### config.mk
export PLATFORM = sky130hd
export DESIGN_NAME = alu_operand_sequencer_flat
export DESIGN_NICKNAME = d
export VERILOG_FILES = /design/src/rtl/alu_operand_sequencer_if.sv /design/src/rtl/alu_operand_sequencer.sv /design/src/flat_wrapper.sv
export SDC_FILE = /design/constraint.sdc
export NUM_CORES = 1
export LEC_CHECK = 0
export BUFFER_PORTS_ARGS = -buffer_cell sky130_fd_sc_hd__buf_2
export CAP_MARGIN = 20
export CORE_MARGIN = 1.5
export CORE_UTILIZATION = 45
export DETAILED_ROUTE_END_ITERATION = 6
export PLACE_DENSITY = 0.82
export SETUP_SLACK_MARGIN = 0.1
export SYNTH_ARGS = -nofsm -noshare
export SYNTH_HDL_FRONTEND = slang
export SYNTH_SLANG_ARGS = --single-unit
### constraint.sdc
create_clock -name clock -period 3.2 [get_ports clock]
set_clock_uncertainty 0.2 [all_clocks]
set_input_delay 0.64 -clock clock [delete_from_list [all_inputs] [get_ports clock]]
set_output_delay 0.64 -clock clock [all_outputs]
set_load 0.02 [all_outputs]
### src/rtl/alu_operand_sequencer_if.sv
// rtl/alu_operand_sequencer_if.sv - beat input, ALU drive/return and result output bundle
interface alu_operand_sequencer_if;
  logic       in_valid;
  logic [3:0] in_data;
  logic       in_ready;
  logic [1:0] alu_a;
  logic [1:0] alu_b;
  logic [3:0] alu_sel;
  logic [6:0] alu_result;
  logic       alu_carry;
  logic       out_valid;
  logic       out_ready;
  logic [6:0] out_result;
  logic       out_carry;

  modport master (
    output in_valid, in_data, alu_result, alu_carry, out_ready,
    input  in_ready, alu_a, alu_b, alu_sel, out_valid, out_result, out_carry
  );

  modport slave (
    input  in_valid, in_data, alu_result, alu_carry, out_ready,
    output in_ready, alu_a, alu_b, alu_sel, out_valid, out_result, out_carry
  );
endinterface

### src/rtl/alu_operand_sequencer.sv
// rtl/alu_operand_sequencer.sv - two-beat operand loader, settle timer and result holder for the 2-bit ALU
module alu_operand_sequencer #(
  parameter int SETTLE_CYCLES = 1,
  parameter int COUNT_W       = 8
) (
  input  logic                 clock,
  input  logic                 reset_n,
  alu_operand_sequencer_if.slave bus,
  output logic [COUNT_W-1:0]   op_count,
  output logic                 busy
);

  localparam int SETTLE_EFF = (SETTLE_CYCLES < 1) ? 1 : SETTLE_CYCLES;
  localparam int CNT_W      = (SETTLE_EFF > 1) ? $clog2(SETTLE_EFF) : 1;
  localparam logic [CNT_W-1:0] SETTLE_LOAD = CNT_W'(SETTLE_EFF - 1);

  typedef enum logic [1:0] {
    LOAD_AB  = 2'd0,
    LOAD_SEL = 2'd1,
    SETTLE   = 2'd2,
    RESULT   = 2'd3
  } state_t;

  state_t           state;
  state_t           state_next;
  logic [CNT_W-1:0] settle_cnt;
  logic             ab_fire;
  logic             sel_fire;
  logic             capture;
  logic             out_fire;

  always_ff @(posedge clock) begin
    if (!reset_n) begin
      state <= LOAD_AB;
    end else begin
      state <= state_next;
    end
  end

  always_comb begin
    state_next = state;
    case (state)
      LOAD_AB:  if (ab_fire)  state_next = LOAD_SEL;
      LOAD_SEL: if (sel_fire) state_next = SETTLE;
      SETTLE:   if (capture)  state_next = RESULT;
      RESULT:   if (out_fire) state_next = LOAD_AB;
      default:  state_next = LOAD_AB;
    endcase
  end

  // in_ready is gated by reset_n directly so upstream never sees a ready beat during reset
  always_comb begin
    bus.in_ready = reset_n && ((state == LOAD_AB) || (state == LOAD_SEL));
    busy         = (state != LOAD_AB);
    ab_fire      = (state == LOAD_AB)  && bus.in_valid && bus.in_ready;
    sel_fire     = (state == LOAD_SEL) && bus.in_valid && bus.in_ready;
    capture      = (state == SETTLE)   && (settle_cnt == '0);
    out_fire     = (state == RESULT)   && bus.out_ready;
  end

  always_ff @(posedge clock) begin
    if (!reset_n) begin
      bus.alu_a      <= '0;
      bus.alu_b      <= '0;
      bus.alu_sel    <= '0;
      bus.out_result <= '0;
      bus.out_carry  <= 1'b0;
      bus.out_valid  <= 1'b0;
      op_count       <= '0;
      settle_cnt     <= '0;
    end else begin
      if (ab_fire) begin
        bus.alu_a <= bus.in_data[3:2];
        bus.alu_b <= bus.in_data[1:0];
      end
      if (sel_fire) begin
        bus.alu_sel <= bus.in_data;
        settle_cnt  <= SETTLE_LOAD;
      end else if ((state == SETTLE) && (settle_cnt != '0)) begin
        settle_cnt <= settle_cnt - CNT_W'(1);
      end
      if (capture) begin
        bus.out_result <= bus.alu_result;
        bus.out_carry  <= bus.alu_carry;
        bus.out_valid  <= 1'b1;
      end else if (out_fire) begin
        bus.out_valid <= 1'b0;
      end
      if (out_fire) begin
        op_count <= op_count + COUNT_W'(1);
      end
    end
  end

endmodule

### src/flat_wrapper.sv
// flat-port wrapper written by rule: the top's interface ports become plain ports
module alu_operand_sequencer_flat 
#(
  parameter int SETTLE_CYCLES = 1,
  parameter int COUNT_W       = 8
)
  (clock, reset_n, op_count, busy, bus_in_valid, bus_in_data, bus_alu_result, bus_alu_carry, bus_out_ready, bus_in_ready, bus_alu_a, bus_alu_b, bus_alu_sel, bus_out_valid, bus_out_result, bus_out_carry);
  alu_operand_sequencer_if bus_i ();
  input  logic clock;
  input  logic reset_n;
  output logic [COUNT_W-1:0] op_count;
  output logic busy;
  input wire logic [$bits(bus_i.in_valid)-1:0] bus_in_valid;
  input wire logic [$bits(bus_i.in_data)-1:0] bus_in_data;
  input wire logic [$bits(bus_i.alu_result)-1:0] bus_alu_result;
  input wire logic [$bits(bus_i.alu_carry)-1:0] bus_alu_carry;
  input wire logic [$bits(bus_i.out_ready)-1:0] bus_out_ready;
  output wire logic [$bits(bus_i.in_ready)-1:0] bus_in_ready;
  output wire logic [$bits(bus_i.alu_a)-1:0] bus_alu_a;
  output wire logic [$bits(bus_i.alu_b)-1:0] bus_alu_b;
  output wire logic [$bits(bus_i.alu_sel)-1:0] bus_alu_sel;
  output wire logic [$bits(bus_i.out_valid)-1:0] bus_out_valid;
  output wire logic [$bits(bus_i.out_result)-1:0] bus_out_result;
  output wire logic [$bits(bus_i.out_carry)-1:0] bus_out_carry;
  assign bus_i.in_valid = bus_in_valid;
  assign bus_i.in_data = bus_in_data;
  assign bus_i.alu_result = bus_alu_result;
  assign bus_i.alu_carry = bus_alu_carry;
  assign bus_i.out_ready = bus_out_ready;
  assign bus_in_ready = bus_i.in_ready;
  assign bus_alu_a = bus_i.alu_a;
  assign bus_alu_b = bus_i.alu_b;
  assign bus_alu_sel = bus_i.alu_sel;
  assign bus_out_valid = bus_i.out_valid;
  assign bus_out_result = bus_i.out_result;
  assign bus_out_carry = bus_i.out_carry;
  alu_operand_sequencer #(.SETTLE_CYCLES(SETTLE_CYCLES), .COUNT_W(COUNT_W)) u_core (.clock(clock), .reset_n(reset_n), .bus(bus_i), .op_count(op_count), .busy(busy));
endmodule
==> results.toml, run 1 <==
[grt]
first_pass_grt_wire_length_mm = 3.65
global_route.usage.total_pct = 17.0
antenna_found_initial = 0
grt_start_max_net_pins = 27
globalRoute.totalOverflow = 0
first_global_vias = 873

[hold_path]
holdCritPathClass = "register to register"
min_delay_path_depth = 2
hold_path_origin = "u_core.bus.alu_b[0]"
worst_hold_path.endpoint = "u_core.bus.alu_b[0]"

[synth]
synth_enable_flop_cells = 0
sequential_cell_area_fraction_in_the_yosys_report_pct = 48.7
postSynth.asyncResetShare_pct = 0
ys.warnings.count = 0
synth.cell_area_um2 = 1150
synthCells = 139
mappedNetlistNets = 160
synth_flop_cell = "dfxtp_1"
yosysUniqueCellTypes = 26
synthesis.area_per_instance_um2 = 8.27
ys_seq_elements = 28

[clock_network]
clockRootBuffer = "clkbuf_4"
numCtsBuffers = 3
cts.sink_count = 28
holdBufCountCts = 0
post-cts-setup-buffer-count = 0
ctsHtreeMaxLevel = 1
postCtsResizedCells = 0
worst_setup_hold_path_clk_slew_ns = 0.14
cts_tree = "built"
cts-root-to-sink-buffers = 2
worst_skew_pair.late_latency_ns = 0.31

[detailed_routing]
routed-via-count = 1092
drcViolationCount = 0
drt.antenna.violating_nets = 0
vias_per_cell = 5.20
firstDrtPassIters = 4
wl_per_cell_um = 11.6
drt_iter0_markers = 24
totalWireLength_mm = 2.43

[floorplanning]
io_pins = 43
design.core.area_um2 = 2450
die_x_um = 53.6
floorplan.die.height_um = 53.6
initial_utilization_pct = 46.8
number_of_rows_created_at_floorplan = 18
die-area_um2 = 2870

[setup_path]
path_class = "register to output pin"
cell_count_of_the_worst_reg_to_reg_path = 5
r2r-end = "u_core.state[0]"
worst_setup_path_end_kind = "output pin"
cp_slowest_cell = "dfxtp_1"
worst-endpoint-required_ns = 2.36
worst_r2r_startpoint = "u_core.state[0]"
crit_path_frequent_cell = "nor2_1"
cp.arrival_ns = 1.45
crit_path_max_incr_delay_ns = 0.43
worstPathCellList = "inv_1, ha_1, nor2_1, nor2_1, buf_2"
worstSetupStartpointType = "register"
critPathMaxFanout = 9
r2r_slack_ns = 1.38

[finish]
final_layout_size_suffix_gt1_share_pct = 28.9
multi_input_area_um2 = 544
antenna-diode-count = 0
postLayoutCoreUtil_pct = 57.8
numnets_final = 202
area_delta_synth_final_pct = 23.4
final.fill_count = 248
final_instance_area_um2 = 1420
regArea_um2 = 561

[sta]
worst-slew-pin-transition_ns = 0.551
min_period_over_period_pct = 71.5
setup-tns-final_ns = 0
timing.final.max_slew_violations = 0
final.min_clock_period_ns = 2.29
setup_repair_after_global_routing_missed_its_margin = "false"
finalHoldViolCount = 0
fmax_mhz = 437
timing.final.setup_violations = 0
worst_slew_slack_as_a_fraction_of_its_limit_pct = 63.2

[power_and_ir_drop]
pwr_density_cell_nw_per_um2 = 679
total_power_mw = 0.963
irDropWorstVdd_mv = 0.582
p_leak_nw = 0.637

[status]
run_status = "finished clean"

[place]
place.detailed.hpwl_mm = 1.89
place.gp.congestion = 0.723
buffer_ports.inserted = 42
dpl_cell_area_um2 = 1380

[flow_run]
reported_max_cap_violation_count = 0
-- cells in the mapped netlist (2+ instances only) --
| library cell | n | area share (%) |
|---|---|---|
| clkbuf_1 | 4 | 1.3 |
| nand2_1 | 30 | 9.8 |
| dfxtp_1 | 28 | 49 |
| buf_1 | 2 | 0.65 |
| a21oi_1 | 24 | 10 |
| ha_1 | 5 | 5.4 |
| inv_1 | 5 | 1.6 |
| nand3_1 | 12 | 5.2 |
| or3_2 | 2 | 1.3 |
| or3_1 | 2 | 1.1 |
| a31o_2 | 2 | 1.5 |
| nor2_1 | 5 | 1.6 |
| o21ai_0 | 4 | 1.7 |
| nand4_1 | 2 | 1.1 |
-- critical path: cells and delay by family (launching register included) --
kind	cells	cell delay [ns]
buffers and inverters	2	0.25
AND/OR/NAND/NOR	2	0.16
flip-flops	1	0.43
adder cells (fa/ha/maj)	1	0.31
-- registers in the layout (all words and copies together), names as in the netlist --
register,cells
u_core.bus.out_result,7
u_core.bus.alu_sel,4
u_core.bus.out_carry,1
u_core.bus.alu_b,2
u_core.op_count,8
u_core.bus.alu_a,2
u_core.bus.out_valid,1
u_core.settle_cnt,1
u_core.state,2
-- kinds of logic (layout without fill, tap and decap cells) --
family | after synthesis | count (layout) | synth area share [%]
AND/OR/NAND/NOR | 59 | 59 | 24.5
XOR/XNOR | 2 | 2 | 1.52
flip-flops | 28 | 28 | 48.7
buffers and inverters | 12 | 53 | 3.92
AO/OA/AOI/OAI | 33 | 33 | 15.9
adder cells (fa/ha/maj) | 5 | 5 | 5.44
-- routing by layer --
metal	vias to the layer above	part of all wire [%]	wire (µm)	global-route usage (%)
li1	557	-	-	-
met1	505	41	985	19.9
met2	26	54	1310	31.3
met3	4	4.2	102	3.33
met4	0	1.4	33	5.13
met5	-	0	0	0
-- where the power goes --
part	switching, mW	total, mW	internal (mW)
clock	0.0966	0.166	0.0695
combinational	0.237	0.364	0.127
sequential	0.0317	0.433	0.402
total	0.365	0.963	0.598
-- how the worst max path moves through the flow --
stage                          from            to  slack (ns)
floorplan                   reset_n  bus_in_ready        1.03
global placement            reset_n  bus_in_ready        1.31
detailed placement          reset_n  bus_in_ready        1.28
CTS                 u_core.state[0]  bus_in_ready        0.92
global route        u_core.state[0]  bus_in_ready        0.81
finish              u_core.state[0]  bus_in_ready        0.91
-- stage by stage --
stage               hold WS (ns)  instances  setup slack, ns
floorplan                  0.335        139             1.03
global placement           0.240        206             1.31
detailed placement         0.243        206             1.28
CTS                        0.262        210            0.916
global route               0.283        210            0.806
finish                     0.261        210            0.914
-- cell type report --
cell class	instances	area share, %
Sequential cell	28	39.5
Multi-Input combinational cell	99	38.4
Timing Repair Buffer	43	15.3
Tap cell	30	2.65
Clock buffer	4	2.56
Inverter	6	1.59
-- layout by cell type (no fill, tap or decap), drive strengths merged, types with 2 or more instances in the layout --
cell / netlist / routed
nor2: 5 / 5
nand3: 12 / 12
dfxtp: 28 / 28
o21ai: 4 / 4
inv: 5 / 5
a31o: 2 / 2
a21oi: 24 / 24
buf: 2 / 43
nand2: 30 / 30
ha: 5 / 5
clkbuf: 4 / 4
nand4: 3 / 3
or3: 4 / 4
Power figures use the tool's default switching activity.
==> run 2: changes to the inputs <==
- ABC_AREA: default -> 1
- CORE_UTILIZATION: 45 -> 44
- PLACE_DENSITY: 0.82 -> 0.83
- clock period: 3.2 -> 2.1 ns (I/O delays scaled with it)
==> run 2 against run 1 <==
Effect of this change: global-route usage down 0.28 points; non-clock buffer count up 4; sequential cell count unchanged; synthesized area up 7.2%; count of clock-buffer cells in the layout down 1; largest power group is now combinational logic; first-iteration DRC count up 46%; power up 96%; worst setup slack worse by 0.71 ns; largest cell class is now multi-input combinational cells; utilization up 0.79 points; sequential power up 66%; worst hold slack worse by 0.17 ns; via count up 7.6%.
==> results.toml, run 2 <==
[detailed_routing]
drt.antenna.violating_nets = 0
drt_iter0_markers = 35
routed-via-count = 1175
totalWireLength_mm = 2.55
wl_per_cell_um = 10.3
drcViolationCount = 0
firstDrtPassIters = 5
vias_per_cell = 4.74

[clock_network]
cts-root-to-sink-buffers = 2
worst_setup_hold_path_clk_slew_ns = 0.15
numCtsBuffers = 3
worst_skew_pair.late_latency_ns = 0.32
clockRootBuffer = "clkbuf_4"
cts.sink_count = 28
holdBufCountCts = 0
cts_tree = "built"
ctsHtreeMaxLevel = 1

[synth]
yosysUniqueCellTypes = 18
sequential_cell_area_fraction_in_the_yosys_report_pct = 45.5
synth_common_cells = "nand2_1, nor2_1, dfxtp_1"
post-synth-top-count-cell = "nand2_1"
yosys.area.top_type_share_pct = 45.5
synthTopCellsByArea = "dfxtp_1, nand2_1, nor2_1"
synthesis.area_per_instance_um2 = 7.29
ys_seq_elements = 28
postSynth.asyncResetShare_pct = 0
ys.warnings.count = 0
synthCells = 169
synth_enable_flop_cells = 0
mappedNetlistNets = 190
synth.cell_area_um2 = 1230
synth_flop_cell = "dfxtp_1"
synth_top_area_cell = "dfxtp_1"

[floorplanning]
design.core.area_um2 = 2710
io_pins = 43
number_of_rows_created_at_floorplan = 19
floorplan.die.height_um = 55.9
die_x_um = 55.9
die-area_um2 = 3130
initial_utilization_pct = 45.5

[power_and_ir_drop]
pwr_density_cell_nw_per_um2 = 1190
netSwitchingPower_mw = 0.710
power.internal_mw = 1.18
clock_power_share_pct = 18.7
power.combinational.fraction_pct = 43.3
irDropWorstVdd_mv = 0.848
p_leak_nw = 0.793
sw_frac_of_total_pct = 37.6
sequentialPowerShare_pct = 38.0

[sta]
setup_repair_after_global_routing_missed_its_margin = "false"
timing.final.max_slew_violations = 0
worst_slew_slack_as_a_fraction_of_its_limit_pct = 81.6
fmax_mhz = 527
timing.final.setup_violations = 0
setup-tns-final_ns = 0
final.min_clock_period_ns = 1.90
finalHoldViolCount = 0
worst-slew-pin-transition_ns = 0.275
min_period_over_period_pct = 90.3

[finish]
postLayoutCoreUtil_pct = 58.6
antenna-diode-count = 0
final.fill_count = 285
largest-register = "u_core.op_count"
most-common-layout-cells = "buf_2, nand2_1, nor2_1"
final_layout_size_suffix_gt1_share_pct = 30.0
final_instance_area_um2 = 1590
commonest_non_fill_non_tap_cell_in_the_layout = "buf_2"
largest_register_ff_count = 8
area_delta_synth_final_pct = 28.8
layout.cells.non_filler = 248
biggestRegsByFlops = "u_core.op_count (8), u_core.bus.out_result (7), u_core.bus.alu_sel (4)"
numnets_final = 239

[place]
buffer_ports.inserted = 42
place.detailed.hpwl_mm = 1.80
placed_cell_count = 240
dpl_cell_area_um2 = 1470
place.gp.congestion = 0.782

[status]
run_status = "finished clean"

[grt]
first_pass_grt_wire_length_mm = 4.21
antenna_found_initial = 0
global_route.usage.total_pct = 16.8
first_global_vias = 1015
globalRoute.totalOverflow = 0
grt_start_max_net_pins = 26

[setup_path]
worstSetupStartpointType = "register"
critPathMaxFanout = 4
worst-endpoint-required_ns = 1.48
worst_setup_path_end_kind = "output pin"
path_class = "register to output pin"
cp.arrival_ns = 1.28

[flow_run]
reported_max_cap_violation_count = 0

[hold_path]
holdCritPathClass = "input pin to register"
## run 2: timing repair
action | CTS | global route
resized for setup | 3 | 8
pin swaps | 1 | 0
setup buffers | 4 | 0
endpoints found under the setup margin | 2 | 1
## run 2: critical path, cell delays in order (launching register included)
cell     delay [ns]
dfxtp_4        0.41
inv_2          0.06
ha_4           0.18
nor2_4         0.11
nor2_1         0.04
buf_2          0.15
## run 2: worst paths after layout
path	from	to	slack, ns	cells after the start
worst max-delay path	u_core.state[0]	bus_in_ready	0.20	5
worst min-delay path	bus_in_data[3]	u_core.bus.alu_a[1]	0.09	3
worst max register to register	u_core.state[0]	u_core.state[0]	0.36	11
worst min register to register	u_core.bus.out_valid	u_core.bus.out_valid	0.27	2
## run 2: power groups by stage
stage                     clock network (mW)  registers (mW)  logic [mW]
final                                  0.353           0.717       0.817
after CTS                              0.364           0.706       0.747
after floorplan                            0           0.815       0.367
after detailed placement                   0           0.713       0.658
after global placement                     0           0.709       0.646
after global routing                   0.386           0.730       0.902
## run 2: per-layer routing
| layer | wire (µm) | vias up | GRT usage, % | share of wire [%] |
|---|---|---|---|---|
| li1 | - | 627 | - | - |
| met1 | 1210 | 517 | 20.5 | 47 |
| met2 | 1220 | 29 | 28.7 | 48 |
| met3 | 97 | 2 | 3.26 | 3.8 |
| met4 | 30 | 0 | 7.14 | 1.2 |
| met5 | 0 | - | 0 | 0 |
## run 2: cell families (layout without fill, tap and decap cells)
| logic type | Yosys count | after routing | synth area share, % |
|---|---|---|---|
| buf+inv | 24 | 72 | 8.12 |
| fa+ha+maj | 5 | 5 | 5.08 |
| flops | 28 | 28 | 45.5 |
| compound gates | 25 | 25 | 10.4 |
| simple gates | 87 | 87 | 31.0 |
## run 2: per-stage QoR
| step | setup slack, ns | hold slack [ns] | power, mW |
|---|---|---|---|
| 6_report | 0.204 | 0.0947 | 1.89 |
| 4_1_cts | 0.128 | 0.0846 | 1.82 |
| 3_3_place_gp | 0.500 | 0.247 | 1.35 |
| 5_1_grt | 0.131 | 0.101 | 2.02 |
| 2_1_floorplan | 0.565 | 0.238 | 1.18 |
| 3_5_place_dp | 0.441 | 0.254 | 1.37 |
## run 2: cell type report
class | instances | area, µm² | share of cell area (%)
clock buffer | 3 | 22.5 | 1.42
inverter | 21 | 78.8 | 4.96
tap | 31 | 38.8 | 2.44
clock inverter | 1 | 30.0 | 1.89
sequential | 28 | 566 | 35.6
multi-input combinational | 117 | 604 | 38.1
timing repair buffer | 47 | 248 | 15.6
==> run 3: changes to the inputs <==
- CTS_CLUSTER_SIZE: default -> 25
- MAX_ROUTING_LAYER: default -> met4
==> run 3 against run 2 <==
Effect of this change: first-iteration DRC count unchanged; largest cell class unchanged; utilization unchanged; combinational power about the same.
==> results.toml, run 3 (synthesis gave the netlist of run 2 again) <==
[clock_network]
cts-root-to-sink-buffers = 2
holdBufCountCts = 0
clockRootBuffer = "clkbuf_4"
cts_tree = "built"
worst_setup_hold_path_clk_slew_ns = 0.15
ctsHtreeMaxLevel = 1
worst_skew_pair.late_latency_ns = 0.32
numCtsBuffers = 3
cts.sink_count = 28

[finish]
layout.cells.non_filler = 248
biggestRegsByFlops = "u_core.op_count (8), u_core.bus.out_result (7), u_core.bus.alu_sel (4)"
postLayoutCoreUtil_pct = 58.6
largest-register = "u_core.op_count"
numnets_final = 239
final.fill_count = 285
largest_register_ff_count = 8
area_delta_synth_final_pct = 28.8
final_layout_size_suffix_gt1_share_pct = 30.0
most-common-layout-cells = "buf_2, nand2_1, nor2_1"
commonest_non_fill_non_tap_cell_in_the_layout = "buf_2"
antenna-diode-count = 0
final_instance_area_um2 = 1590

[status]
run_status = "finished clean"

[detailed_routing]
drt_iter0_markers = 35
drt.antenna.violating_nets = 0
wl_per_cell_um = 10.3
firstDrtPassIters = 5
routed-via-count = 1175
totalWireLength_mm = 2.56
vias_per_cell = 4.74
drcViolationCount = 0

[place]
placed_cell_count = 240
place.gp.congestion = 0.793
buffer_ports.inserted = 42
dpl_cell_area_um2 = 1470
pre_cts_slack_ns = 0.441
place.detailed.hpwl_mm = 1.80

[sta]
worst_slew_slack_as_a_fraction_of_its_limit_pct = 81.7
final.min_clock_period_ns = 1.90
setup-tns-final_ns = 0
worst-slew-pin-transition_ns = 0.274
fin_worst_hold_slack_ns = 0.0948
fmax_mhz = 527
min_period_over_period_pct = 90.3
setup_repair_after_global_routing_missed_its_margin = "false"
timing.final.setup_violations = 0
timing.final.max_slew_violations = 0
finalHoldViolCount = 0
setup_ws_ns = 0.204

[setup_path]
critPathMaxFanout = 4
worst-endpoint-required_ns = 1.48
cell_count_of_the_worst_reg_to_reg_path = 11
worst_setup_path_end_kind = "output pin"
path_class = "register to output pin"
worstSetupStartpointType = "register"
worstSetupStartpoint = "u_core.state[0]"
cp.arrival_ns = 1.28
worst_r2r_startpoint = "u_core.state[0]"
r2r-end = "u_core.state[0]"
critPathCapture = "bus_in_ready"
r2r_slack_ns = 0.36

[floorplanning]
io_pins = 43
design.core.area_um2 = 2710
initial_utilization_pct = 45.5
die_x_um = 55.9
die-area_um2 = 3130
number_of_rows_created_at_floorplan = 19
floorplan.die.height_um = 55.9

[power_and_ir_drop]
total_power_mw = 1.89
irDropWorstVdd_mv = 0.848
pwr_density_cell_nw_per_um2 = 1190
p_leak_nw = 0.793

[grt]
global_route.usage.total_pct = 17.2
grt_start_max_net_pins = 26
first_pass_grt_wire_length_mm = 4.20
globalRoute.totalOverflow = 0
first_global_vias = 1015
antenna_found_initial = 0

[hold_path]
holdCritPathClass = "input pin to register"

[flow_run]
reported_max_cap_violation_count = 0
## run 3: per-layer routing
metal,up-vias,track usage [%],part of all wire (%)
met5,-,-,0
met4,0,7.14,1.1
met3,2,3.26,4.0
met2,29,28.7,48
met1,517,20.5,47
li1,627,-,-
## run 3: critical path, stage by stage, from the launching register on
cell and delay [ns]:
dfxtp_4 0.41, inv_2 0.06, ha_4 0.18, nor2_4 0.11
nor2_1 0.04, buf_2 0.15
## run 3: power breakdown
| part | switching, mW | internal, mW |
|---|---|---|
| Clock | 0.160 | 0.193 |
| Sequential | 0.0707 | 0.646 |
| Combinational | 0.479 | 0.338 |
## run 3: worst min-delay path by stage
| stage | start | to | slack [ns] | depth (start not counted) |
|---|---|---|---|---|
| 6_report | bus_in_data[3] | u_core.bus.alu_a[1] | 0.09 | 3 |
| 5_1_grt | bus_in_data[0] | u_core.bus.alu_sel[0] | 0.10 | 3 |
| 4_1_cts | bus_in_data[3] | u_core.bus.alu_sel[3] | 0.08 | 3 |
| 3_5_place_dp | u_core.settle_cnt | u_core.settle_cnt | 0.25 | 2 |
| 3_3_place_gp | u_core.bus.out_valid | u_core.bus.out_valid | 0.25 | 2 |
| 2_1_floorplan | u_core.settle_cnt | u_core.settle_cnt | 0.24 | 2 |
## run 3: cell type report
type / count / area (µm²) / area share [%]
Clock buffer: 3 / 22.5 / 1.42
Timing Repair Buffer: 47 / 248 / 15.6
Multi-Input combinational cell: 117 / 604 / 38.1
Clock inverter: 1 / 30.0 / 1.89
Sequential cell: 28 / 566 / 35.6
Tap cell: 31 / 38.8 / 2.44
Inverter: 21 / 78.8 / 4.96
## run 3: repair_timing
action,4_1_cts,5_1_grt
pin swaps,1,0
resized for setup,3,8
buffers inserted,4,0
setup endpoints to repair,2,1
endpoints found under the hold margin,0,0
